[config.mk]
export PLATFORM = sky130hd
export DESIGN_NAME = fetch_unit
export DESIGN_NICKNAME = d
export VERILOG_FILES = /design/src/rtl/fetch_unit.sv
export SDC_FILE = /design/constraint.sdc
export NUM_CORES = 1
export LEC_CHECK = 0
export CORE_MARGIN = 3
export CORE_UTILIZATION = 59
export CTS_CLUSTER_DIAMETER = 30
export DETAILED_ROUTE_END_ITERATION = 8
export DONT_BUFFER_PORTS = 1
export PLACE_DENSITY = 0.82
export SKIP_CTS_REPAIR_TIMING = 1
export SKIP_LAST_GASP = 1
export SYNTH_ARGS = -nofsm -noshare
export SYNTH_HDL_FRONTEND = slang
export SYNTH_SLANG_ARGS = --single-unit
export TNS_END_PERCENT = 5
[constraint.sdc]
create_clock -name clk -period 4.2 [get_ports clk]
set_input_delay 0.42 -clock clk [delete_from_list [all_inputs] [get_ports clk]]
set_output_delay 0.42 -clock clk [all_outputs]
set_load 0.01 [all_outputs]
[src/rtl/fetch_unit.sv]
// Instruction fetch stage: owns the PC, keeps at most one instruction-memory request
// in flight and hands one instruction at a time to decode over a valid/ready handshake.
module fetch_unit #(
    parameter logic [31:0] RESET_PC = 32'h0000_0000,
    parameter bit          PREFETCH = 1'b1
) (
    input  logic        clk,
    input  logic        reset_n,
    output logic        imemReq,
    output logic [31:0] imemAddr,
    input  logic        imemRvalid,
    input  logic [31:0] imemRdata,
    output logic [31:0] ins,
    output logic        insValid,
    input  logic        insReady,
    output logic [31:0] pc,
    output logic [31:0] pcPlus4,
    input  logic        jump,
    input  logic        jumpReg,
    input  logic        branchTaken,
    input  logic [31:0] regTarget
);

    typedef enum logic [2:0] {
        IDLE,
        WAIT,
        VALID,
        SPEC,
        FULL,
        DRAIN
    } fetchStateT;

    fetchStateT  state;
    fetchStateT  stateNext;
    logic [31:0] fetchAddr;
    logic [31:0] fetchAddrNext;
    logic [31:0] drainTarget;
    logic [31:0] drainTargetNext;
    logic [31:0] pbuf;
    logic [31:0] pbufNext;
    logic [31:0] insNext;
    logic [31:0] pcNext;
    logic        insValidNext;
    logic        reqRaw;
    logic [31:0] addrRaw;
    logic        transfer;
    logic        redirect;
    logic [31:0] branchOffset;
    logic [31:0] target;

    assign pcPlus4      = pc + 32'd4;
    assign transfer     = insValid & insReady;
    assign redirect     = transfer & (jumpReg | jump | branchTaken);
    assign branchOffset = {{14{ins[15]}}, ins[15:0], 2'b00};

    // Without any redirect the target collapses to pcPlus4, so every transfer can issue 'target'.
    always_comb begin
        if (jumpReg) begin
            target = regTarget;
        end else if (jump) begin
            target = {pcPlus4[31:28], ins[25:0], 2'b00};
        end else if (branchTaken) begin
            target = pcPlus4 + branchOffset;
        end else begin
            target = pcPlus4;
        end
    end

    always_comb begin
        stateNext       = state;
        fetchAddrNext   = fetchAddr;
        drainTargetNext = drainTarget;
        pbufNext        = pbuf;
        insNext         = ins;
        pcNext          = pc;
        insValidNext    = insValid;
        reqRaw          = 1'b0;
        addrRaw         = fetchAddr;

        case (state)
            IDLE: begin
                reqRaw    = 1'b1;
                addrRaw   = fetchAddr;
                stateNext = WAIT;
            end
            WAIT: begin
                if (imemRvalid) begin
                    insNext      = imemRdata;
                    pcNext       = fetchAddr;
                    insValidNext = 1'b1;
                    stateNext    = VALID;
                end
            end
            VALID: begin
                if (transfer) begin
                    reqRaw        = 1'b1;
                    addrRaw       = target;
                    fetchAddrNext = target;
                    insValidNext  = 1'b0;
                    stateNext     = WAIT;
                end else if (PREFETCH) begin
                    reqRaw        = 1'b1;
                    addrRaw       = pcPlus4;
                    fetchAddrNext = pcPlus4;
                    stateNext     = SPEC;
                end
            end
            SPEC: begin
                if (imemRvalid) begin
                    if (!transfer) begin
                        pbufNext  = imemRdata;
                        stateNext = FULL;
                    end else if (!redirect) begin
                        insNext   = imemRdata;
                        pcNext    = pcPlus4;
                        stateNext = VALID;
                    end else begin
                        reqRaw        = 1'b1;
                        addrRaw       = target;
                        fetchAddrNext = target;
                        insValidNext  = 1'b0;
                        stateNext     = WAIT;
                    end
                end else if (transfer) begin
                    // The in-flight prefetch is either the wanted word or must be drained first.
                    insValidNext = 1'b0;
                    if (!redirect) begin
                        fetchAddrNext = pcPlus4;
                        stateNext     = WAIT;
                    end else begin
                        drainTargetNext = target;
                        stateNext       = DRAIN;
                    end
                end
            end
            FULL: begin
                if (transfer) begin
                    if (!redirect) begin
                        insNext   = pbuf;
                        pcNext    = pcPlus4;
                        stateNext = VALID;
                    end else begin
                        reqRaw        = 1'b1;
                        addrRaw       = target;
                        fetchAddrNext = target;
                        insValidNext  = 1'b0;
                        stateNext     = WAIT;
                    end
                end
            end
            DRAIN: begin
                if (imemRvalid) begin
                    reqRaw        = 1'b1;
                    addrRaw       = drainTarget;
                    fetchAddrNext = drainTarget;
                    stateNext     = WAIT;
                end
            end
            default: begin
                stateNext = IDLE;
            end
        endcase
    end

    // Requests are suppressed while reset is asserted even though IDLE would otherwise request.
    assign imemReq  = reqRaw & reset_n;
    assign imemAddr = addrRaw;

    always_ff @(posedge clk) begin
        if (!reset_n) begin
            state       <= IDLE;
            fetchAddr   <= RESET_PC;
            drainTarget <= RESET_PC;
            pbuf        <= 32'h0;
            ins         <= 32'h0;
            pc          <= RESET_PC;
            insValid    <= 1'b0;
        end else begin
            state       <= stateNext;
            fetchAddr   <= fetchAddrNext;
            drainTarget <= drainTargetNext;
            pbuf        <= pbufNext;
            ins         <= insNext;
            pc          <= pcNext;
            insValid    <= insValidNext;
        end
    end

endmodule
==> run metrics <==
die width=~150 um; TritonRoute pass-1 iters=9; critical path data required time=3.78 ns; Core Region=21300 um2; PwrDens=between 200 and 300 nW/um2; Power Total=4110 uW; Distinct cells, synth=87; maxcap violations=0; Startpoint Class=flip-flop; gr ovfl total=0; GP Congestion=1.04; first-pass GRT wire length=82.6 mm; final setup vio count=23; post-synthesis sequential area ratio=0.254; crit path capture type=primary output; failing checks=DRC, setup timing; Mapped Avg Cell Area=7.03 um2; final WL=between 50 and 60 mm; largest net degree at the start of global routing=154; Data arrival, critical path=between 4 and 5 ns; Clock transition at path regs=about 0.08 ns; Synth warnings=0; Fill cells=1637; Reg2Reg Setup Slack=0.11 ns; initial drt markers=2433; initial antenna violation count=0; flops & latches, synth=between 150 and 200; clk_lat worst skew=0.44 ns; Syn Nets=1947; Longest Clk Path Bufs=2; Synth area leaders=dfxtp_1, nand2_1, o21ai_0, a21oi_1, nor2_1; area growth from synthesis to layout=24.4%; # diodes=0; relative slew slack=0.201; asr flop ratio synth=0; Pleak=0.00690 uW; mapped cell area=around 13000 um2; area leader, netlist=dfxtp_1; top_reg_cell synth=dfxtp_1; CP max-delay cell=dfxtp_2; endpoints failing hold=0; cts bufs inserted=17; Most Frequent Cell on Critical Path=buf_4; cell with the most instances after synthesis=nand2_1; post-DR wirelength/cell=24.3 um; Initial Utilization=0.607; VDD IR max=214 uV; Top-Level Pins=201; leading cell types by count after synthesis=nand2_1, dfxtp_1, nor2_1; chip height=roughly 150 um; status=finished with violations; share of the synthesized area in the top cell type=0.254; All-Layer GR Usage=0.436; Via density=6.99; row cnt=53; fin. max-slew vios=0; Hold Crit Class=input port to flip-flop; # DRC=3; number of global-route vias before repair=15000; buffers added on ports=0; fin crit share=1.12; Worst Setup Slack, final=-0.520 ns; worst path cell trace=buf_4 > nand4_1 > nor4_2 > buf_4 > buf_4 > nand2b_1 > xnor2_2 > ha_1 > a21oi_2 > o21ai_1 > nor2_1 > nand3_1 > a221oi_2 > mux2i_1 > buf_4 > xnor2_2 > mux2i_2 > o211ai_1 > buf_4; worst-path fanout max=4; crit path buf inv count=5; CP Class=flip-flop to primary output; crit path time final=4.72 ns; RSZ-0062 raised after global routing=yes; CP delay by family, top=simple AND/OR/NAND/NOR gates; Worst Max-Slew Pin Slew=between 1 and 1.5 ns; Root Buffer=clkbuf_16; Max Clock Skew=around 0.012 ns; ANT nets after route=0; fin nets=roughly 2100; H-tree levels=4; Post-synth EDFFs=0; hold_ws=0.105 ns; fmax=0.212 GHz; share of layout cells above drive strength 1=0.221; full die area=23700 um2; vias=between 15000 and 20000; Final HPWL DP=roughly 40 mm; Crit path largest cell delay=0.36 ns; CTS tree=done; Gate Count Post-Synth=1839; Clock Sink Count=between 150 and 200
-- where the power goes --
| part | leakage (uW) | switching, uW | internal (uW) |
|---|---|---|---|
| logic | 0.00530 | 516 | 330 |
| clock network | 0.000264 | 790 | 792 |
| registers | 0.00134 | 81.7 | 1600 |
-- metrics by stage --
step | instances | cell area [um2] | util | setup TNS [ns] | setup slack (ns)
2_1_floorplan | 1839 | 13000 | - | -0.0272 | -0.0272
3_3_place_gp | 2263 | 15000 | 0.706 | -0.106 | -0.0886
3_5_place_dp | 2263 | 15000 | 0.706 | -1.37 | -0.286
4_1_cts | 2294 | 15600 | 0.732 | -10.36 | -0.821
5_1_grt | 2303 | 16100 | 0.755 | -12.48 | -0.693
6_report | 2303 | 16100 | 0.755 | -7.78 | -0.520
-- sequential cells by signal, indices dropped and copies added, names as in the netlist --
register	flops
drainTarget	32
fetchAddr	32
ins	32
pbuf	32
pc	32
state	3
insValid	1
-- per-layer routing --
layer  global-route usage  part of all wire  vias to the layer above
li1                     -                 -                     7081
met1                0.538              0.35                     7416
met2                0.662              0.42                     1269
met3                0.132              0.14                      327
met4                0.278             0.086                        0
met5                    0                 0                        -
-- path summary, 6_finish.rpt --
kind | startpoint | to | cells past startpoint
max | pc[5]$_SDFFE_PN0P_ | imemAddr[31] | 19
min | reset_n | pc[26]$_SDFFE_PN0P_ | 1
max reg2reg | pc[3]$_SDFFE_PN0P_ | fetchAddr[29]$_SDFFE_PN0P_ | 18
min reg2reg | pbuf[25]$_SDFFE_PN0P_ | pbuf[25]$_SDFFE_PN0P_ | 2
-- final cells by class --
| cell class | instances | area [um2] | area share |
|---|---|---|---|
| Clock inverter | 13 | 120 | 0.00747 |
| Timing Repair Buffer | 299 | 2290 | 0.142 |
| Sequential cell | 164 | 3310 | 0.206 |
| Clock buffer | 18 | 439 | 0.0273 |
| Tap cell | 275 | 344 | 0.0214 |
| Multi-Input combinational cell | 1497 | 9440 | 0.587 |
| Inverter | 37 | 139 | 0.00864 |
-- logic make-up (layout without fill, tap and decap cells) --
family | count (synthesis) | after routing | share of synthesized area
fa+ha+maj | 37 | 37 | 0.0364
xor+xnor | 34 | 34 | 0.0268
buf+inv | 178 | 367 | 0.0540
mux | 31 | 31 | 0.0246
compound gates | 648 | 648 | 0.345
flops | 164 | 164 | 0.254
simple gates | 747 | 747 | 0.259
-- layout by cell type (no fill, tap or decap), drive strengths merged, types with 21 or more instances in the layout --
cell | synthesis | final
a211oi | 21 | 21
a21boi | 53 | 53
a21oi | 136 | 136
a221oi | 23 | 23
a31oi | 21 | 21
buf | 23 | 299
dfxtp | 164 | 164
ha | 36 | 36
inv | 34 | 39
mux2i | 25 | 25
nand2 | 348 | 348
nand3 | 81 | 81
nor2 | 163 | 163
nor2b | 26 | 26
nor3 | 27 | 27
o211a | 43 | 43
o211ai | 21 | 21
o21ai | 144 | 144
o22ai | 23 | 23
xnor2 | 26 | 26
Note: power is estimated with default switching activity, not from simulation.
